### config.mk
export PLATFORM = sky130hd
export DESIGN_NAME = inst_fetch
export DESIGN_NICKNAME = d
export VERILOG_FILES = /design/src/rtl/inst_fetch.sv
export SDC_FILE = /design/constraint.sdc
export NUM_CORES = 1
export LEC_CHECK = 0
export ABC_AREA = 0
export BUFFER_PORTS_ARGS = -buffer_cell sky130_fd_sc_hd__buf_4
export CAP_MARGIN = 25
export CORE_ASPECT_RATIO = 1.75
export CORE_MARGIN = 2
export CORE_UTILIZATION = 30
export CTS_CLUSTER_SIZE = 24
export DETAILED_ROUTE_END_ITERATION = 10
export PLACE_DENSITY = 0.63
export SKIP_CTS_REPAIR_TIMING = 1
export SYNTH_ARGS = -nofsm -noshare
export SYNTH_HDL_FRONTEND = slang
export SYNTH_SLANG_ARGS = --single-unit
### constraint.sdc
create_clock -name clk -period 3 [get_ports clk]
set_input_delay 0.6 -clock clk [delete_from_list [all_inputs] [get_ports clk]]
set_output_delay 0.6 -clock clk [all_outputs]
set_load 0.005 [all_outputs]
### src/rtl/inst_fetch.sv
// Instruction fetch stage: owns the PC, drives the instruction ROM and registers
// the fetched word with its PC into the IF/ID outputs.
module inst_fetch #(
  parameter logic [31:0] RESET_PC = 32'h0000_0000,
  parameter int unsigned STALL_W  = 6
) (
  input  logic               clk,
  input  logic               rst,
  input  logic [STALL_W-1:0] stall,
  input  logic               branch_flag_i,
  input  logic [31:0]        branch_target_address_i,
  output logic               rom_ce_o,
  output logic [31:0]        rom_addr_o,
  input  logic [31:0]        rom_inst_i,
  output logic [31:0]        id_pc_o,
  output logic [31:0]        id_inst_o,
  output logic [31:0]        fetch_cnt_o
);

  localparam logic [0:0] ST_BOOT = 1'b0;
  localparam logic [0:0] ST_RUN  = 1'b1;

  logic [0:0]  r_state, w_state_d;
  logic [31:0] r_pc, w_pc_d;
  logic [31:0] r_id_pc, w_id_pc_d;
  logic [31:0] r_id_inst, w_id_inst_d;
  logic [31:0] r_fetch_cnt, w_fetch_cnt_d;
  logic        w_stall_pc, w_stall_if, w_stall_id;
  logic        w_unused_stall;

  assign w_stall_pc     = stall[0];
  assign w_stall_if     = stall[1];
  assign w_stall_id     = stall[2];
  // Later pipeline stages share the vector but do not affect fetch.
  assign w_unused_stall = ^stall[STALL_W-1:3];

  assign rom_ce_o    = (r_state == ST_RUN);
  assign rom_addr_o  = r_pc;
  assign id_pc_o     = r_id_pc;
  assign id_inst_o   = r_id_inst;
  assign fetch_cnt_o = r_fetch_cnt;

  always_comb begin
    w_state_d = r_state;
    w_pc_d    = r_pc;
    if (r_state == ST_BOOT) begin
      w_state_d = ST_RUN;
    end else if (w_stall_pc) begin
      // Decode re-asserts a branch that collides with a PC stall.
      w_pc_d = r_pc;
    end else if (branch_flag_i) begin
      w_pc_d = {branch_target_address_i[31:2], 2'b00};
    end else begin
      w_pc_d = r_pc + 32'd4;
    end
  end

  always_comb begin
    w_id_pc_d     = r_id_pc;
    w_id_inst_d   = r_id_inst;
    w_fetch_cnt_d = r_fetch_cnt;
    if (!rom_ce_o) begin
      w_id_pc_d   = 32'd0;
      w_id_inst_d = 32'd0;
    end else if (w_stall_if && !w_stall_id) begin
      w_id_pc_d   = 32'd0;
      w_id_inst_d = 32'd0;
    end else if (!w_stall_if) begin
      w_id_pc_d     = r_pc;
      w_id_inst_d   = rom_inst_i;
      w_fetch_cnt_d = r_fetch_cnt + 32'd1;
    end
  end

  always_ff @(posedge clk or negedge rst) begin
    if (!rst) begin
      r_state     <= ST_BOOT;
      r_pc        <= RESET_PC;
      r_id_pc     <= 32'd0;
      r_id_inst   <= 32'd0;
      r_fetch_cnt <= 32'd0;
    end else begin
      r_state     <= w_state_d;
      r_pc        <= w_pc_d;
      r_id_pc     <= w_id_pc_d;
      r_id_inst   <= w_id_inst_d;
      r_fetch_cnt <= w_fetch_cnt_d;
    end
  end

endmodule

# Word-level counts from Yosys, hierarchy flattened
# Cells that the tools add are included.
# Widths: inputs -> output; s select.
# op_classes
n_addsub	2
n_eq_ne	1
mux	7
bitwise_logic	3
n_reduce_logical	4
# ops
cell	n
$mux 32	7
$add 32x1->32 const B	1
$add 32x3->32 const B	1
$ne 3x2->1 const B	1
$not 1->1	3
$reduce_and 3->1	1
$reduce_and 2->1	1
$logic_and 1x1->1	1
$logic_not 1->1	1
# word_totals
regBits	129
input_bits	73
output_inout_bits	129
wordCells	22

# Logic depth before layout (Yosys ltp)
# Gate-level depths: netlist of the first run.
# logic_depth
word_depth	4
depth_mapped	7
depth_no_buf	6

# Worst setup path after synthesis of the first run
# No wires, ideal clock.
# synth_path
path_type	reg-to-reg
startpoint	register r_pc[2] (netlist: rom_addr_o[2])
endpoint	register r_pc[30] (netlist: rom_addr_o[30])
setup_time_ps	126
arrival_time_ps	1726
required_ps	2874
setup_slack_ps	1148
path_stages_with_launch	8
n_path_buf	1
period_less_slack_ps	1852
path_cell_list	dfrtp_1 -> ha_1 -> nand3_1 -> nor4_1 -> buf_2 -> nand3_1 -> a31oi_1 -> nand3_1
# synth_via
elab_chain_len	2
# synth_lines
element	line_no	source
start: declaration	24	logic [31:0] r_pc, w_pc_d;
start signal: assignment	84	r_pc <= w_pc_d;
$add 32x3->32	54	w_pc_d = r_pc + 32'd4;
$mux 32	51	end else if (branch_flag_i) begin
# No other way between the ends.
# A chain may end at the register's enable or synchronous reset.

# Final worst setup path of the first run
# layout_path
startpoint	register r_pc[4] (netlist: rom_addr_o[4])
endpoint	register r_pc[25] (netlist: rom_addr_o[25])
# Same word-level chain as after synthesis.

==> flow_summary.ini, run 1 <==
[timing]
rsz0062_at_grt = no
max_freq_mhz = 490
final_hold_viol_count = 0
maxSlewViolCount = 0
fin_crit_sh_pct = 68.0
setup_viol = 0
relSlewSlack_pct = 55.5
fin_crit_ps = 2040
fin_setup_tns_ps = 0
fin_hold_ws_ps = 190
postLayoutSetupSlackWorst_ps = 959
final.setup_skew_ps = 7.32
worstMarginPinSlew_ps = 667

[run]
cap_violations = 0

[synthesis]
synth_top_family_by_area = compound AO/OA/AOI/OAI gates
synthXorXnorAreaFrac_pct = 4.83
synth_async_sr_flop_share_pct = 100
synth_compound_gate_area_share_pct = 19.0
yosys_register_bits = 126
ys_warn_count = 0
synthAdderAreaFrac_pct = 0.445
yosys.area_share.simple_pct = 15.4
avgSynthCellArea_sq_um = 11.1
synth.distinct_cells = 51
ys_seq_area_share_pct = 56.1
ys.flop_type = dfrtp_1
synth_edf_count = 0
synth_area_sq_mm = 0.00562
synthCells = 506
synth_mux_area_share_pct = 0.735

[cts]
cts_buffers = 17
clk_latency_ps = 410
htreeDepth = 4
clock-sinks = 126
clk_pin_slew_worst_paths_ps = 60
cts_tree = built
cts_root_buf = clkbuf_16
clockBufferDepth = 2

[power]
p_sw_mw = 1.32
p_sw_share_pct = 26.5
seq_power_share_pct = 41.6
p_comb_share_pct = 14.4
p_int_mw = 3.66
power.leakage_nw = 3.89
clkPwrFrac_pct = 44.0
ir_worst_vdd_v = 0.000338
power_density_mw_per_mm2 = 622

[detailed_routing]
wl_um = 16900
drc = 0
dr.pass1.iters = 4
drt_iter0_drc = 317
via_per_inst = 5.06
wl_per_cell_um = 17.8
ant_nets = 0
vias = 4802

[place]
portBuffers = 194
place_ws_ps = 955
post_dp_cell_area_sq_mm = 0.00738
gp_congestion = 0.770
dp_hpwl_um = 12100

[critical_path]
rrSetupSlack_ps = 960
r2r_cells = 5
required_ps = 3300
critPathLaunchType = flop
reg2reg_to = rom_addr_o[25]
path_class = reg -> reg
timing.rr.start = rom_addr_o[4]
crit_fanout = 7
crit_path_end_kind = flop
cp.arrival_ps = 2340

[floorplan]
initial_core_util_pct = 30.4
io_pins = 202
core_sq_mm = 0.0185
die_h_um = 185
row_count = 66
die_area_sq_mm = 0.0199
dieWidth_um = 107

[grt]
grt_pass1_vias = 4752
grt.total_usage_pct = 17.0
grt_pass1_wl_um = 26100
grt.overflow.total = 0
antenna_found_initial = 1
grt_max_degree = 66

[layout]
layout-drive-gt1-share_pct = 36.3
final_area_sq_mm = 0.00802
multi_input_area_sq_mm = 0.00230
nets = 772
n_fill_cell = 1807
seq_area_sq_mm = 0.00315
area_growth_pct = 42.7

[outcome]
status = completed

[hold_path]
hold_class = in -> async
==> layout by cell type (no fill, tap or decap), types with 6 or more instances in the layout <==
master / n
a21oi_1: 30
nor2_1: 20
o22ai_1: 6
nand2_1: 29
xnor2_1: 23
nand4_1: 15
clkbuf_16: 17
buf_4: 207
xor2_1: 8
inv_1: 7
a22o_1: 62
o21ai_0: 21
dfrtp_1: 126
and3_1: 13
nand3_1: 29
nor3_1: 12
==> area by class of cell <==
class,instances,share of cell area (%)
Clock inverter,14,2.40
Sequential cell,126,39.3
Inverter,7,0.328
Multi-Input combinational cell,335,28.7
Clock buffer,18,5.48
Tap cell,238,3.72
Antenna cell,1,0.0312
Timing Repair Buffer,210,20.0
==> state kept, by name, summed over array words and instances, names as in the netlist <==
register,flops
fetch_cnt_o,32
id_pc_o,31
id_inst_o,32
rom_addr_o,30
rom_ce_o,1
==> cell usage after synthesis, drive strengths merged, types with 7 or more instances <==
cell type | instances | share of area, %
nor2 | 20 | 1.3
clkbuf | 28 | 1.9
nand2 | 29 | 1.9
inv | 7 | 0.47
xnor2 | 23 | 3.6
nor3 | 13 | 1.2
nand3 | 29 | 2.6
xor2 | 8 | 1.2
o21ai | 21 | 1.9
a22o | 62 | 9.7
buf | 11 | 0.98
and3 | 14 | 1.6
a21oi | 30 | 2.7
nor4 | 8 | 2.0
dfrtp | 126 | 56
nand4 | 19 | 2.7
==> power by group through the flow <==
stage                     Combinational, mW  Sequential [mW]  Clock, mW
after global placement                0.719             2.10          0
after detailed placement              0.728             2.10          0
after floorplan                       0.296             2.05          0
final                                 0.718             2.07       2.20
after global routing                  0.795             2.11       2.32
after CTS                             0.732             2.08       2.25
==> cells by family (layout without fill, tap and decap cells) <==
kind of cell,Yosys count,count (layout)
and+or+nand+nor,148,148
muxes,4,4
adders and majority gates,2,2
xor gates and xnor gates,31,31
DFF,126,126
other,2,4
buffers and inverters,46,249
AOI/OAI and AO/OA,147,147
==> worst max-delay path by stage <==
stage	from	endpoint	slack, ps
final	rom_addr_o[4]	rom_addr_o[25]	960
after global routing	rom_addr_o[4]	rom_addr_o[19]	790
after CTS	rom_addr_o[4]	rom_addr_o[25]	930
after detailed placement	rom_addr_o[4]	rom_addr_o[25]	950
after global placement	rom_addr_o[4]	rom_addr_o[27]	960
after floorplan	rom_addr_o[2]	rom_addr_o[30]	1150
==> metrics by stage <==
step	cells	power, mW	utilization [%]
final	949	4.99	43.3
after global routing	949	5.22	43.3
after CTS	948	5.06	43.3
after detailed placement	916	2.83	39.9
after global placement	916	2.82	39.9
after floorplan	507	2.35	-
==> metal layers <==
| layer | global-route usage (%) | routed length (um) |
|---|---|---|
| met1 | 19.9 | 6700 |
| met2 | 29.6 | 8880 |
| met3 | 3.91 | 863 |
| met4 | 7.64 | 444 |
| met5 | 0 | 0 |
==> critical path, cell delays in order, from the launching register on <==
cell and delay (ps):
dfrtp_1 450, nand3_1 290, or4_4 580, nor2_1 250, a41oi_1 160, o22a_1 200
Note: power is estimated with default switching activity, not from simulation.
==> run 2: changes to the inputs <==
- clock period: 3 -> 2.1 ns (I/O delays scaled with it)
==> run 2 against run 1 <==
Sequential share of layout area is 0.65 points lower. Hold slack better by 31 ps. Non-clock buffer count is 20 higher. Die area stayed put. Cell count is 1.7% higher. Utilization is 0.73 points higher. Via count is 3.0% higher. Largest cell class unchanged.
==> flow_summary.ini, run 2 (synthesis gave the netlist of run 1 again) <==
[outcome]
status = completed

[critical_path]
path_class = reg -> reg
crit_fanout = 13
cp.arrival_ps = 2180
rrSetupSlack_ps = 210
critPathLaunchType = flop
crit_path_end_kind = flop
required_ps = 2390

[place]
dp_hpwl_um = 12500
portBuffers = 194
gp_congestion = 0.784
place_ws_ps = 204
post_dp_cell_area_sq_mm = 0.00754

[floorplan]
die_h_um = 185
die_area_sq_mm = 0.0199
row_count = 66
initial_core_util_pct = 30.4
core_sq_mm = 0.0185
dieWidth_um = 107
io_pins = 202

[layout]
layout_commonest_cell = buf_4
final_area_sq_mm = 0.00815
fin_util_pct = 44.1
layout-drive-gt1-share_pct = 37.7
final_cell_mix = buf_4 (225), dfrtp_1 (126), a22o_1 (62)
antennaDiodeCount = 0
nets = 792
area_growth_pct = 45.1

[cts]
cts_root_buf = clkbuf_16
htreeDepth = 4
clk_pin_slew_worst_paths_ps = 60
clock-sinks = 126
cts_tree = built
clk_latency_ps = 410
clockBufferDepth = 2
cts_buffers = 17

[detailed_routing]
via_per_inst = 5.12
ant_nets = 0
wl_per_cell_um = 18.0
vias = 4945
drc = 0
drt_iter0_drc = 272
wl_um = 17300
dr.pass1.iters = 5

[timing]
setup_viol = 0
final.setup_skew_ps = 10.5
postLayoutSetupSlackWorst_ps = 212
fin_crit_ps = 1890
max_freq_mhz = 530
fin_setup_tns_ps = 0
fin_crit_sh_pct = 89.9
maxSlewViolCount = 0
final_hold_viol_count = 0
rsz0062_at_grt = no

[grt]
antenna_found_initial = 0
grt.overflow.total = 0
grt.total_usage_pct = 17.6
grt_max_degree = 44
grt_pass1_vias = 4996
grt_pass1_wl_um = 26900

[power]
power.leakage_nw = 3.99
ir_worst_vdd_v = 0.000393
power_density_mw_per_mm2 = 874
power_mw = 7.12

[run]
cap_violations = 0

[hold_path]
hold_class = in -> reg
==> run 2: changes by cell type in the layout (fill, tap and decap cells not counted), sizes merged <==
cell         delta
clkinvlp        -3
buf            +19
diode           -1
clkbuf          +4
clkinv          -3
dlygate4sd3     +1
bufinv          -1
==> run 2: worst max-delay path: stages (launching register included) <==
cell      delay [ps]
dfrtp_1          420
ha_1             240
nand3_1          140
nor4_2           380
buf_12           190
nand2_1          110
o211ai_1         190
o211ai_1         100
==> run 2: power breakdown <==
part           leakage (nW)  switching [mW]  total, mW  internal [mW]
Combinational          2.05           0.528       1.15          0.626
Sequential             1.64           0.261       2.91           2.65
Clock                 0.303            1.06       3.06           2.00
Total                  3.99            1.85       7.12           5.27
==> run 2: per-layer routing <==
layer  vias up  part of all wire, %  GRT usage (%)
li1       2303                    -              -
met1      2462                   39           19.7
met2       155                   54           31.5
met3        25                  4.7           4.08
met4         0                  2.5           7.49
met5         -                    0              0
==> run 2: worst paths after layout <==
check                                 from         endpoint  cells past startpoint
min in group asynchronous              rst  fetch_cnt_o[26]                      2
setup reg to reg             rom_addr_o[3]   rom_addr_o[18]                      7
hold / removal              rom_inst_i[12]    id_inst_o[12]                      2
setup / recovery             rom_addr_o[3]   rom_addr_o[18]                      7
max in group asynchronous              rst   rom_addr_o[20]                      3
hold reg to reg            fetch_cnt_o[31]  fetch_cnt_o[31]                      1
==> run 2: final cells by class <==
class                      count  area, sq um
inverter                       7         26.3
multi-input combinational    335         2300
tap                          238          298
sequential                   126         3150
clock buffer                  22          494
clock inverter                 7          110
timing repair buffer         230         1770
fill                        1804        10300
==> run 2: metrics by stage <==
stage	hold WS (ps)	instances
CTS	-62.0	964
detailed placement	378	935
finish	222	965
global placement	375	935
global route	209	965
floorplan	124	507
==> run 3: changes to the inputs <==
- CTS_BUF_LIST: not set -> sky130_fd_sc_hd__clkbuf_16
==> run 3 against run 2 <==
Wire length down 0.37%. Sequential power is essentially flat. Clock power shrank 7%. Largest power group is now sequential cells. Largest cell class unchanged. Worst setup slack got worse by 24 ps. Register-to-register slack worse by 20 ps. Utilization fell by 0.27 points.
==> flow_summary.ini, run 3 (synthesis gave the netlist of run 1 again) <==
[layout]
area_growth_pct = 44.2
final_cell_mix = buf_4 (225), dfrtp_1 (126), a22o_1 (62)
antennaDiodeCount = 0
final_area_sq_mm = 0.00810
fin_util_pct = 43.8
fin_cells = 965
layout_commonest_cell = buf_4
layout-drive-gt1-share_pct = 37.0
n_fill_cell = 1815
nets = 792

[detailed_routing]
drc = 0
drt_iter0_drc = 247
wl_per_cell_um = 17.9
ant_nets = 0
wl_um = 17300
via_per_inst = 5.12
dr.pass1.iters = 4
vias = 4944

[timing]
fin_crit_ps = 1910
final_hold_viol_count = 0
rsz0062_at_grt = no
fin_crit_sh_pct = 91.1
max_freq_mhz = 523
final.setup_skew_ps = 8.70
fin_setup_tns_ps = 0
maxSlewViolCount = 0
setup_viol = 0

[place]
post_dp_cell_area_sq_mm = 0.00754
gp_congestion = 0.784
dp_cells = 935
portBuffers = 194
dp_hpwl_um = 12500

[floorplan]
row_count = 66
core_sq_mm = 0.0185
die_area_sq_mm = 0.0199
io_pins = 202
dieWidth_um = 107
die_h_um = 185
initial_core_util_pct = 30.4

[grt]
grt_max_degree = 44
grt_util_met1_pct = 19.5
antenna_found_initial = 0
grt.total_usage_pct = 17.6
use_met2_pct = 31.6
grt.overflow.total = 0
use_met3_pct = 4.22
top_usage_layer = met2
grt_pass1_vias = 5042
grt_pass1_wl_um = 26900

[cts]
htreeDepth = 4
cts_tree = built
cts_root_buf = clkbuf_16
clk_latency_ps = 420
clockBufferDepth = 2
cts_buffers = 17
clk_pin_slew_worst_paths_ps = 50
clock-sinks = 126

[hold_path]
hold_class = in -> reg
worstHoldStart = rom_inst_i[12]

[run]
cap_violations = 0

[critical_path]
startpoint = rom_addr_o[10]
cp.arrival_ps = 2210
required_ps = 2400
timing.rr.start = rom_addr_o[10]
critPathLaunchType = flop
crit_fanout = 6
path_class = reg -> reg
crit_path_end_kind = flop

[power]
power.leakage_nw = 3.96
ir_worst_vdd_v = 0.000392
power_density_mw_per_mm2 = 855
power_mw = 6.93

[outcome]
status = completed
[run 3: cell type report]
| cell class | instances | area (sq um) | area share (%) |
|---|---|---|---|
| multi-input cells | 335 | 2300 | 28.4 |
| repair buffers | 230 | 1770 | 21.9 |
| well taps | 238 | 298 | 3.68 |
| clock inverters | 12 | 129 | 1.59 |
| clock buffers | 17 | 425 | 5.25 |
| inverters | 7 | 26.3 | 0.324 |
| flip-flops and latches | 126 | 3150 | 38.9 |
[run 3: report_power, final]
part | switching, mW | internal (mW)
Combinational | 0.527 | 0.626
Clock | 1.05 | 1.81
Sequential | 0.262 | 2.65
Total | 1.84 | 5.09
[run 3: metal layers]
layer	wire, um	vias up
met5	0	-
met4	437	0
met3	818	30
met2	9250	160
met1	6760	2452
li1	-	2302
[run 3: path summary, 6_finish.rpt]
path / end / slack (ps) / cells after the start
setup / recovery: rom_addr_o[25] / 190 / 5
setup reg to reg: rom_addr_o[25] / 190 / 5
max in group asynchronous: id_pc_o[8] / 990 / 3
hold / removal: id_inst_o[12] / 220 / 2
min in group asynchronous: fetch_cnt_o[25] / 510 / 2
hold reg to reg: fetch_cnt_o[31] / 470 / 1
[run 3: metrics by stage]
| step | setup WS, ps | hold slack (ps) |
|---|---|---|
| 2_1_floorplan | 248 | 124 |
| 4_1_cts | 188 | -58.8 |
| 5_1_grt | 18.5 | 209 |
| 6_report | 188 | 223 |
| 3_3_place_gp | 223 | 375 |
| 3_5_place_dp | 204 | 378 |
[run 3: worst max-delay path, cell delays in order, from the launching register on]
cell,delay [ps]
dfrtp_1,470
nand4_4,120
or4_4,550
nor2_1,290
a41oi_1,160
o22a_1,210
